## config.mk

```make
export PLATFORM = sky130hd
export DESIGN_NAME = pipe_skid_stage
export DESIGN_NICKNAME = d
export VERILOG_FILES = /design/src/rtl/pipe_skid_stage.sv
export SDC_FILE = /design/constraint.sdc
export NUM_CORES = 1
export LEC_CHECK = 0
export CAP_MARGIN = 20
export CORE_MARGIN = 2
export CORE_UTILIZATION = 49
export CTS_CLUSTER_SIZE = 10
export DETAILED_ROUTE_END_ITERATION = 16
export PLACE_DENSITY = 0.85
export SLEW_MARGIN = 25
export SYNTH_ARGS = -nofsm -noshare
export SYNTH_HDL_FRONTEND = slang
export SYNTH_SLANG_ARGS = --single-unit
```

## constraint.sdc

```tcl
create_clock -name clk_i -period 6.8 [get_ports clk_i]
set_input_delay 1.36 -clock clk_i [delete_from_list [all_inputs] [get_ports clk_i]]
set_output_delay 1.36 -clock clk_i [all_outputs]
set_load 0.01 [all_outputs]
```

## src/rtl/pipe_skid_stage.sv

```systemverilog
`default_nettype none
// ============================================================================
// Module   : pipe_skid_stage
// Purpose  : Handshaked pipeline register built on a 2-entry skid buffer.
//            A control bundle and a data payload move between two pipeline
//            stages. Valid/ready flow control, a global stall and a
//            synchronous flush (bubble insert) are provided. in_ready_o
//            depends only on registered state, stall_i and rst_i, so the
//            ready path is cut between stages.
// Ports    : clk_i        - clock, rising edge
//            rst_i        - asynchronous active-high reset
//            stall_i      - global hold, freezes every register
//            flush_i      - synchronous flush, drops both entries
//            in_valid_i   - upstream beat present
//            in_ready_o   - stage can accept a beat
//            in_ctrl_i    - upstream control bundle  [CTRL_W]
//            in_data_i    - upstream payload         [DATA_W]
//            out_valid_o  - main entry holds a beat
//            out_ready_i  - downstream accepts
//            out_ctrl_o   - main entry control       [CTRL_W]
//            out_data_o   - main entry payload       [DATA_W]
//            bp_cnt_o     - backpressure cycle count [CNT_W]
// Options  : PIPE_SKID_STAGE_BP_CNT_EN - when defined, bp_cnt_o counts
//            unstalled, unflushed cycles with out_valid_o=1 and
//            out_ready_i=0 (saturating). When undefined, bp_cnt_o is 0.
// Revision : 1.0 - initial release
// ============================================================================
module pipe_skid_stage #(
   parameter int DATA_W = 69,
   parameter int CTRL_W = 4,
   parameter int CNT_W  = 16
) (
   input  logic              clk_i,
   input  logic              rst_i,
   input  logic              stall_i,
   input  logic              flush_i,
   input  logic              in_valid_i,
   output logic              in_ready_o,
   input  logic [CTRL_W-1:0] in_ctrl_i,
   input  logic [DATA_W-1:0] in_data_i,
   output logic              out_valid_o,
   input  logic              out_ready_i,
   output logic [CTRL_W-1:0] out_ctrl_o,
   output logic [DATA_W-1:0] out_data_o,
   output logic [CNT_W-1:0]  bp_cnt_o
);

   // Occupancy state. The main/skid valid bits are decoded from it:
   // main valid = (state != EMPTY), skid valid = (state == FULL).
   typedef enum logic [1:0] {
      ST_EMPTY = 2'd0,
      ST_ONE   = 2'd1,
      ST_FULL  = 2'd2
   } state_t;

   state_t              r_state;
   logic [CTRL_W-1:0]   r_main_ctrl;
   logic [DATA_W-1:0]   r_main_data;
   logic [CTRL_W-1:0]   r_skid_ctrl;
   logic [DATA_W-1:0]   r_skid_data;

   logic                w_in_ready;
   logic                w_out_valid;
   logic                w_in_fire;
   logic                w_out_fire;

   // Ready never looks at out_ready_i: only registered occupancy plus the
   // global qualifiers, which keeps the upstream ready path short.
   assign w_in_ready  = ~rst_i & ~stall_i & (r_state != ST_FULL);
   assign w_out_valid = (r_state != ST_EMPTY) & ~stall_i;
   assign w_in_fire   = in_valid_i & w_in_ready;
   assign w_out_fire  = w_out_valid & out_ready_i;

   assign in_ready_o  = w_in_ready;
   assign out_valid_o = w_out_valid;
   assign out_ctrl_o  = r_main_ctrl;
   assign out_data_o  = r_main_data;

   always_ff @(posedge clk_i or posedge rst_i) begin
      if (rst_i) begin
         r_state     <= ST_EMPTY;
         r_main_ctrl <= '0;
         r_main_data <= '0;
         r_skid_ctrl <= '0;
         r_skid_data <= '0;
      end else if (flush_i) begin
         // Bubble insert: control is zeroed so a stale beat can never
         // retire side effects; payload is left as-is.
         r_state     <= ST_EMPTY;
         r_main_ctrl <= '0;
         r_skid_ctrl <= '0;
      end else if (!stall_i) begin
         case (r_state)
            ST_EMPTY: begin
               if (w_in_fire) begin
                  r_main_ctrl <= in_ctrl_i;
                  r_main_data <= in_data_i;
                  r_state     <= ST_ONE;
               end
            end
            ST_ONE: begin
               if (w_in_fire && w_out_fire) begin
                  r_main_ctrl <= in_ctrl_i;
                  r_main_data <= in_data_i;
               end else if (w_in_fire) begin
                  r_skid_ctrl <= in_ctrl_i;
                  r_skid_data <= in_data_i;
                  r_state     <= ST_FULL;
               end else if (w_out_fire) begin
                  r_main_ctrl <= '0;
                  r_state     <= ST_EMPTY;
               end
            end
            ST_FULL: begin
               // Ready is low here, so only the drain side can move.
               if (w_out_fire) begin
                  r_main_ctrl <= r_skid_ctrl;
                  r_main_data <= r_skid_data;
                  r_skid_ctrl <= '0;
                  r_state     <= ST_ONE;
               end
            end
            default: begin
               r_state <= ST_EMPTY;
            end
         endcase
      end
   end

`ifdef PIPE_SKID_STAGE_BP_CNT_EN
   localparam logic [CNT_W-1:0] c_BP_MAX = '1;

   logic [CNT_W-1:0] r_bp_cnt;

   // Counts cycles where the main entry is offered but refused. Flush does
   // not clear it; only reset does.
   always_ff @(posedge clk_i or posedge rst_i) begin
      if (rst_i) begin
         r_bp_cnt <= '0;
      end else if (!flush_i && w_out_valid && !out_ready_i && (r_bp_cnt != c_BP_MAX)) begin
         r_bp_cnt <= r_bp_cnt + 1'b1;
      end
   end

   assign bp_cnt_o = r_bp_cnt;
`else
   assign bp_cnt_o = '0;
`endif

endmodule
`default_nettype wire

```

Yosys cells after proc, flatten, opt, wreduce, memory -nomap -nowiden
Index checks and enable logic that the tools add are counted.
{"block": "word_totals", "register_bits": 148, "output_inout_bits": 91}
{"block": "op_classes", "n_eq_ne": 14, "muxes": 24, "bitwise_logic": 9, "n_reduce_logical": 11}
{"cell": "$mux W69", "n": 3}
{"cell": "$pmux W69 S3", "n": 1}
{"cell": "$mux W4", "n": 10}
{"cell": "$reduce_and A5 Y1", "n": 3}
{"cell": "$mux W2", "n": 7}
{"cell": "$ne A3 B3 Y1 const B", "n": 4}
{"cell": "$ne A4 B4 Y1 const B", "n": 3}
{"cell": "$pmux W4 S3", "n": 1}
{"cell": "$reduce_and A6 Y1", "n": 2}
{"cell": "$ne A2 B2 Y1 const B", "n": 4}
{"cell": "$pmux W4 S2", "n": 1}
{"cell": "$pmux W2 S3", "n": 1}
{"cell": "$reduce_bool A3 Y1", "n": 2}
{"cell": "$and A1 B1 Y1", "n": 5}
{"cell": "$not A1 Y1", "n": 4}
{"cell": "$reduce_bool A4 Y1", "n": 1}
{"cell": "$eq A2 B1 Y1 const B", "n": 1}
{"cell": "$eq A2 B2 Y1 const B", "n": 1}
{"cell": "$logic_not A2 Y1", "n": 1}
{"cell": "$ne A2 B1 Y1 const B", "n": 1}
{"cell": "$reduce_bool A2 Y1", "n": 1}
{"cell": "$logic_and A1 B1 Y1", "n": 1}

Logic depth before layout (Yosys ltp)
Gate-level depths: netlist of run 1.
{"block": "depth", "word_depth": 9, "mapped_depth": 10}

Worst setup path before layout of run 1
No wires, ideal clock.
{"block": "synth_path", "kind": "input -> output", "startpoint": "in rst_i", "endpoint": "out in_ready_o", "arrival_ps": 1697, "required_time_ps": 5440, "slack_ps": 3743, "cell_stages": 1, "path_cell_list": "nor3_1"}
{"block": "synth_between", "elab_chain_cells": 3}
{"item": "from (decl)", "line": "34", "text": "input logic rst_i,"}
{"item": "$not A1 Y1", "line": "69", "text": "assign w_in_ready = ~rst_i & ~stall_i & (r_state != ST_FULL);"}
{"item": "$and A1 B1 Y1 (2 in a row)", "line": "69"}
{"item": "to (decl)", "line": "38", "text": "output logic in_ready_o,"}
No other way between the ends.

Final worst setup path of run 1
Ends and elaborated chain as after synthesis.

==> reports/metrics.csv, run 1 <==
metric;value;unit
Worst-path clk slew;0.06;ns
Synth Register Bits;148;
total core area;13090;µm²
CTS Buf Count;17;
Peak supply drop;0.0002275;V
synthesized area;6480;µm²
RR Startpoint;r_state[0]$_DFFE_PP0P_;
static leakage;3.754;nW
clock sink count;148;
share of synthesized registers carrying an async set or reset;100.0;%
Max clock buf depth;2;
Gate Count Post-Synth;531;
main flop type after synthesis;dfrtp_1;
final setup violation count;0;
setup_tns;0;ns
TritonCTS clock tree;yes;
Setup crit end kind;output pin;
via count;4463;
setup repair bufs after CTS;0;
largest net degree at the start of global routing;103;
drt first-iter violations;228;
worst min path class;flip-flop to flip-flop;
P&R area growth vs syn;35.10;%
gpl congestion;0.8010;
share of layout cells above drive strength 1;16.59;%
worst rel slew slack;40.12;%
CTS resizes;0;
critical path type;input pin to output pin;
root buf cell;clkbuf_16;
Yosys Warn Count;0;
Ports;170;
Filler cells;921;
cell with the most instances after synthesis;dfrtp_1;
WP data arrival;2.80;ns
CP max FO;4;
Clock Latency Late Sink;0.41;ns
Switch Pwr;0.0007215;W
register area;3704;µm²
Net Sw Frac;25.37;%
post-route ant nets;0;
Final min period;4.156;ns
worst slew pin tran;0.8982;ns
via-per-instance ratio;5.171;
grt ovf;0;
Hold Fails Final Rpt;0;
top cell type's share of synthesized area;57.15;%
Yosys cell types;34;
r2r setup slk;3.90;ns
CP startpoint kind;input pin;
RSZ-0062 raised after global routing;false;
area leader, netlist;dfrtp_1;
r2r worst-path depth;8;
H-tree depth;4;
Setup Skew;0.007076;ns
Crit. Startpoint;rst_i;
Cell Int Power;0.002122;W
MaxCap Viol Count;0;
total routed wirelength;13.64;mm
full die area;14160;µm²
ant diodes;0;
detailed-route DRC error count;0;
Final Cycle Share;61.11;%
DP Area;8099;µm²
Req. time, crit path;5.44;ns
WHS Path Cells;2;
footprint of the multi-input gates;2586;µm²
status;finished clean;
fin nets;758;
Synth top cells by count;dfrtp_1 (148), mux2_2 (73), nand2_1 (71), o21ai_0 (71), mux2i_1 (70);
crit path capture;in_ready_o;
vias in the first global route;4522;
Overall Global Routing Usage;19.94;%
PortBufs;153;
hpwl dp;9.187;mm
cell area after layout;8755;µm²
Pwr per Cell Area;324.8;nW/µm²
Max Freq;240.6;MHz
FF-to-FF End;r_skid_data[25]$_DFFE_PP0P_;
die height;119.0;µm
hold_buf cts;0;
register area share after synthesis;57.15;%
first-pass GRT wire length;22.50;mm
Die W;119.0;µm
drt wl/cell;15.80;µm
Initial Utilization;49.52;%
Rows;42;
combinational share of power;22.3;%
number of enable flip-flop cells after synthesis;0;
Core Util, Final;66.91;%
top post-synthesis cells by area;dfrtp_1 (57%), mux2_2 (13%), mux2i_1 (11%), o21ai_0 (5.5%), nand2_1 (4.1%);
Seq pwr share;42.7;%
syn_area_per_cell;12.20;µm²
Clk pwr share;35.0;%
DRT Pass-1 Iters;4;
Slew Viols, Final;0;
initial antenna violation count;0;
-- cells by family (layout without fill, tap and decap cells) --
| family | Yosys count | in the layout | share of synthesized area (%) |
|---|---|---|---|
| muxes | 143 | 143 | 23.50 |
| DFF | 148 | 148 | 57.15 |
| other | 1 | 16 | 0.05787 |
| and+or+nand+nor | 93 | 93 | 6.526 |
| adders and majority gates | 4 | 4 | 0.7724 |
| buffers and inverters | 53 | 194 | 4.344 |
| AOI/OAI and AO/OA | 89 | 89 | 7.646 |
-- stage by stage --
stage	power (W)	worst slack, ns	hold slack (ns)	cells
floorplan	0.001484	1.460	0.4657	546
global placement	0.001832	2.534	0.4603	831
detailed placement	0.001870	2.497	0.4689	831
CTS	0.002877	2.639	0.4815	862
global route	0.002985	2.581	0.5097	863
finish	0.002843	2.644	0.4774	863
-- layout by cell type (no fill, tap or decap), types with 2 or more instances in the layout --
master / n
a22o_1: 4
a31oi_1: 4
buf_4: 5
bufinv_16: 4
clkbuf_1: 2
clkbuf_16: 17
clkbuf_8: 4
clkdlybuf4s50_1: 153
clkinvlp_4: 3
conb_1: 16
dfrtp_1: 148
ha_1: 3
inv_1: 3
mux2_2: 73
mux2i_1: 70
nand2_1: 71
nor2_1: 4
nor2b_1: 4
nor3_1: 2
nor3b_1: 2
o21ai_0: 71
o2bb2ai_1: 5
or4_1: 2
-- how the worst min path moves through the flow --
| stage | startpoint | end | slack, ns |
|---|---|---|---|
| after global routing | out_data_o[11]$_DFFE_PP0P_ | out_data_o[11]$_DFFE_PP0P_ | 0.51 |
| after CTS | out_data_o[44]$_DFFE_PP0P_ | out_data_o[44]$_DFFE_PP0P_ | 0.48 |
| final | out_data_o[44]$_DFFE_PP0P_ | out_data_o[44]$_DFFE_PP0P_ | 0.48 |
| after global placement | out_data_o[41]$_DFFE_PP0P_ | out_data_o[41]$_DFFE_PP0P_ | 0.46 |
| after floorplan | r_skid_ctrl[0]$_DFFE_PP0P_ | r_skid_ctrl[0]$_DFFE_PP0P_ | 0.47 |
| after detailed placement | out_data_o[44]$_DFFE_PP0P_ | out_data_o[44]$_DFFE_PP0P_ | 0.47 |
-- registers in the layout, indices dropped and copies added (netlist names) --
register and flops:
out_ctrl_o 4, out_data_o 69, r_skid_ctrl 4, r_skid_data 69, r_state 2
-- final cells by class --
class | count | area share (%)
flip-flops and latches | 148 | 42.30
clock inverters | 8 | 1.686
clock buffers | 23 | 5.574
well taps | 176 | 2.515
multi-input cells | 345 | 29.54
inverters | 4 | 0.2287
repair buffers | 159 | 18.15
-- power groups by stage --
| stage | clock network (W) | registers [W] | logic [W] |
|---|---|---|---|
| 4_1_cts | 0.00102 | 0.00122 | 0.000645 |
| 2_1_floorplan | 0 | 0.00126 | 0.000220 |
| 3_5_place_dp | 0 | 0.00123 | 0.000642 |
| 6_report | 0.000994 | 0.00121 | 0.000635 |
| 3_3_place_gp | 0 | 0.00121 | 0.000620 |
| 5_1_grt | 0.00105 | 0.00124 | 0.000697 |
-- critical path, cell delays in order --
cell and delay (ns):
clkdlybuf4s50_1 0.55, nor3_1 0.30, clkdlybuf4s50_1 0.58
-- layer usage --
layer / wire length, µm / track usage [%]
met1: 5749 / 24.42
met2: 6885 / 33.33
met4: 228 / 6.399
met5: 0 / 0
met3: 773 / 6.705
No activity file was read; power rests on OpenSTA's default activity.
==> run 2, diff against run 1 <==
- CORE_UTILIZATION: 49 -> 44
- PLACE_DENSITY: 0.85 -> 0.81
- clock period: 6.8 -> 3.6 ns (I/O delays scaled with it)
==> run 2 against run 1 <==
Against the previous run:
- power is 87% higher
- critical path depth is the same
- die area grew 11%
- global-route usage decreased by 1.3 points
- flip-flop and latch count unchanged
- non-clock buffer count increased by 2
- final area unchanged
- worst hold slack improved by 0.00087 ns
- via count is 1.4% higher
- sequential share of layout area unchanged
- critical endpoint unchanged
==> reports/metrics.csv, run 2 (synthesis gave the netlist of run 1 again) <==
metric;value;unit
Overall Global Routing Usage;18.64;%
Core Util, Final;60.46;%
clock sink count;148;
DR WL met2;6.675;mm
footprint of the multi-input gates;2586;µm²
DRT Pass-1 Iters;4;
final setup violation count;0;
crit-path cells;clkdlybuf4s50_1, nor3_1, clkdlybuf4s50_1;
MaxCap Viol Count;0;
Max clock buf depth;2;
CTS resizes;0;
via count;4527;
fin nets;760;
TritonCTS clock tree;yes;
met3 wire len;823;µm
CP startpoint kind;input pin;
worst rel slew slack;50.14;%
Clock Latency Late Sink;0.42;ns
CP max FO;4;
Slowest cell on crit path;clkdlybuf4s50_1;
r2r setup slk;0.88;ns
die height;125.4;µm
hpwl dp;9.361;mm
Peak supply drop;0.0004014;V
Final Cycle Share;80.55;%
total core area;14480;µm²
share of layout cells above drive strength 1;16.84;%
ant diodes;0;
Filler cells;1169;
worst slew pin tran;0.7479;ns
first-pass GRT wire length;23.40;mm
hold_buf cts;0;
setup_tns;0;ns
gpl congestion;0.8381;
Met1 Wirelength;6.063;mm
RSZ-0062 raised after global routing;false;
fin cells;873;
Initial Utilization;44.75;%
critical path type;input pin to output pin;
H-tree depth;4;
register area;3704;µm²
status;finished clean;
root buf cell;clkbuf_16;
Setup crit end kind;output pin;
Hold Fails Final Rpt;0;
highest routed layer;met4;
total placed cells including tap cells;842;
Req. time, crit path;2.88;ns
static leakage;3.753;nW
WP data arrival;2.18;ns
initial antenna violation count;0;
drt first-iter violations;166;
Final min period;2.900;ns
most used cell, CP;clkdlybuf4s50_1;
Slew Viols, Final;0;
P&R area growth vs syn;35.10;%
Pwr per Cell Area;605.9;nW/µm²
Max Freq;344.9;MHz
full die area;15710;µm²
setup repair bufs after CTS;0;
Rows;44;
largest net degree at the start of global routing;79;
post-route ant nets;0;
Largest stage delay, worst path;0.61;ns
post-route setup slack;0.7002;ns
commonest non-fill, non-tap cell in the layout;clkdlybuf4s50_1;
Worst-path clk slew;0.06;ns
DP Worst Slack;0.6991;ns
most frequent cells in the layout;clkdlybuf4s50_1 (153), dfrtp_1 (148), mux2_2 (73);
vias in the first global route;4718;
Setup Skew;0.006115;ns
worst min path class;flip-flop to flip-flop;
Die W;125.4;µm
Ports;170;
grt ovf;0;
drt wl/cell;15.98;µm
via-per-instance ratio;5.186;
PortBufs;153;
CTS Buf Count;17;
total routed wirelength;13.95;mm
detailed-route DRC error count;0;
-- run 2: changes by cell type in the layout (fill, tap and decap cells not counted) --
cell / change
clkinv_2: +1
inv_6: -1
bufinv_16: -1
clkinv_4: +1
buf_4: +2
-- run 2: per-layer routing --
layer	vias up	GRT usage [%]
met2	144	29.76
met4	0	9.020
li1	2123	-
met1	2231	23.39
met3	29	5.392
met5	-	0
-- run 2: where the power goes --
part / total (W) / switching, W / internal, W
clock: 0.00181 / 0.000656 / 0.00116
sequential: 0.00229 / 0.000222 / 0.00207
combinational: 0.00120 / 0.000489 / 0.000713
-- run 2: area by class of cell --
cell class                 instances  area share, %
tap                              184          2.630
timing repair buffer             161          18.32
clock inverter                     8          1.415
sequential                       148          42.30
multi-input combinational        345          29.54
clock buffer                      23          5.574
inverter                           4         0.2144
-- run 2: worst paths after layout --
check,start,to,depth (start not counted)
max in group asynchronous,rst_i,out_data_o[1]$_DFFE_PP0P_,3
worst min register to register,out_data_o[45]$_DFFE_PP0P_,out_data_o[45]$_DFFE_PP0P_,2
worst min-delay path,out_data_o[45]$_DFFE_PP0P_,out_data_o[45]$_DFFE_PP0P_,2
worst max-delay path,rst_i,in_ready_o,3
min in group asynchronous,rst_i,out_data_o[24]$_DFFE_PP0P_,3
worst max register to register,r_state[0]$_DFFE_PP0P_,out_data_o[13]$_DFFE_PP0P_,7
-- run 2: through the flow --
stage	hold slack (ns)	total power (W)	area [µm²]
floorplan	0.4657	0.002803	6540
global placement	0.4621	0.003475	8143
detailed placement	0.4700	0.003530	8143
CTS	0.4833	0.005371	8755
global route	0.4939	0.005588	8755
finish	0.4783	0.005305	8755
-- run 2: worst max-delay path: cells and delay by family --
kind | cells | cell delay (ns)
buffers and inverters | 2 | 1.15
and+or+nand+nor | 1 | 0.31
==> run 3, diff against run 2 <==
- clock period: 3.6 -> 2.4 ns (I/O delays scaled with it)
==> run 3 against run 2 <==
Against the previous run:
- flip-flop and latch count unchanged
- clock-buffer cell count shrank 1
- critical path depth increased by 1
- final area rose by 2.3%
- core utilization increased by 1.4 points
- non-clock buffer count increased by 13
- sequential share of layout area fell by 0.96 points
- worst hold slack got worse by 0.0021 ns
- sequential power increased by 50%
- clock power is 54% higher
- cell count increased by 1.5%
- critical path type is now flip-flop to output pin
- critical endpoint is now out_valid_o
==> reports/metrics.csv, run 3 (synthesis gave the netlist of run 1 again) <==
metric;value;unit
H-tree depth;4;
most frequent cells in the layout;clkdlybuf4s50_1 (152), dfrtp_1 (148), mux2_2 (73);
Setup Skew;0.007037;ns
Die W;125.4;µm
Initial Utilization;44.75;%
critical path type;flip-flop to output pin;
final setup violation count;0;
share of layout cells above drive strength 1;18.54;%
PortBufs;153;
Setup crit end kind;output pin;
total core area;14480;µm²
hold_buf cts;0;
WP data arrival;1.79;ns
TritonCTS clock tree;yes;
fin nets;773;
fin cells;886;
DRT Pass-1 Iters;5;
Cell Int Power;0.006003;W
first-pass GRT wire length;23.51;mm
combinational share of power;22.8;%
Pwr per Cell Area;899.0;nW/µm²
Clock Latency Late Sink;0.41;ns
Max clock buf depth;2;
static leakage;3.848;nW
CTS Buf Count;17;
Rows;44;
grt ovf;0;
register area;3704;µm²
post-route ant nets;0;
Peak supply drop;0.0004322;V
CP max FO;7;
Max Freq;439.6;MHz
Hold Fails Final Rpt;0;
via count;4561;
vias in the first global route;4883;
Worst-path clk slew;0.06;ns
Net Sw Frac;25.47;%
total routed wirelength;14.07;mm
status;finished clean;
footprint of the multi-input gates;2591;µm²
initial antenna violation count;2;
Slew Viols, Final;0;
MaxCap Viol Count;0;
full die area;15710;µm²
total placed cells including tap cells;853;
Req. time, crit path;1.92;ns
via-per-instance ratio;5.148;
drt wl/cell;15.88;µm
die height;125.4;µm
P&R area growth vs syn;38.25;%
root buf cell;clkbuf_16;
gpl congestion;0.7764;
setup_tns;0;ns
Ports;170;
commonest non-fill, non-tap cell in the layout;clkdlybuf4s50_1;
Clk pwr share;34.5;%
clock sink count;148;
worst min path class;flip-flop to flip-flop;
Hold WS;0.4762;ns
drt first-iter violations;190;
Final min period;2.275;ns
hpwl dp;9.862;mm
Overall Global Routing Usage;18.53;%
Seq pwr share;42.7;%
Final Cycle Share;94.78;%
RSZ-0062 raised after global routing;false;
Filler cells;1116;
Switch Pwr;0.002051;W
largest net degree at the start of global routing;81;
detailed-route DRC error count;0;
CP startpoint kind;flip-flop;
==> run 3: final timing paths <==
path                       slack, ns  depth (start not counted)                        from                    endpoint
hold reg to reg                 0.48                          2  out_data_o[44]$_DFFE_PP0P_  out_data_o[44]$_DFFE_PP0P_
setup / recovery                0.13                          4      r_state[0]$_DFFE_PP0P_                 out_valid_o
hold / removal                  0.48                          2  out_data_o[44]$_DFFE_PP0P_  out_data_o[44]$_DFFE_PP0P_
max in group asynchronous       1.29                          4                       rst_i  out_data_o[58]$_DFFE_PP0P_
min in group asynchronous       0.74                          4                       rst_i  out_data_o[24]$_DFFE_PP0P_
setup reg to reg                0.20                          7      r_state[0]$_DFFE_PP0P_  out_data_o[59]$_DFFE_PP0P_
==> run 3: worst max-delay path, cell delays in order, from the launching register on <==
cell and delay, ns:
dfrtp_1 0.36, inv_1 0.10, ha_2 0.24, nor2_2 0.14, clkdlybuf4s50_1 0.55
==> run 3: layout make-up <==
type / count / area share, %
clock buffer: 22 / 5.293
multi-input combinational: 345 / 28.92
tap: 184 / 2.570
timing repair buffer: 174 / 19.96
inverter: 4 / 0.2095
clock inverter: 8 / 1.676
sequential: 148 / 41.34
antenna: 1 / 0.02793
==> run 3: routing by layer <==
| layer | global-route usage (%) | up-vias | wire (µm) |
|---|---|---|---|
| li1 | - | 2144 | - |
| met1 | 22.43 | 2237 | 5916 |
| met2 | 31.20 | 154 | 7062 |
| met3 | 5.905 | 24 | 820 |
| met4 | 6.797 | 2 | 257 |
| met5 | 0 | - | 11 |
==> run 3: what timing repair did <==
| item | 4_1_cts | 5_1_grt |
|---|---|---|
| gates resized for setup | 2 | 1 |
| setup buffers | 1 | 1 |
| endpoints found under the setup margin | 2 | 15 |
| gates cloned | 0 | 0 |
==> run 3: stage by stage <==
step	instance area (µm²)	setup slack (ns)	utilization, %	total power [W]
after floorplan	6540	0.05901	-	0.004205
after global placement	8313	0.05234	57.41	0.005229
after detailed placement	8313	-0.05856	57.41	0.005336
after CTS	8946	0.004972	61.79	0.008149
after global routing	8956	0.01108	61.86	0.008477
final	8959	0.1253	61.87	0.008054
==> run 3: power by group through the flow <==
stage	Sequential (W)	Clock, W	Combinational [W]
final	0.00344	0.00278	0.00184
after global routing	0.00352	0.00295	0.00200
after CTS	0.00345	0.00284	0.00186
after detailed placement	0.00348	0	0.00185
after global placement	0.00344	0	0.00179
after floorplan	0.00358	0	0.000625
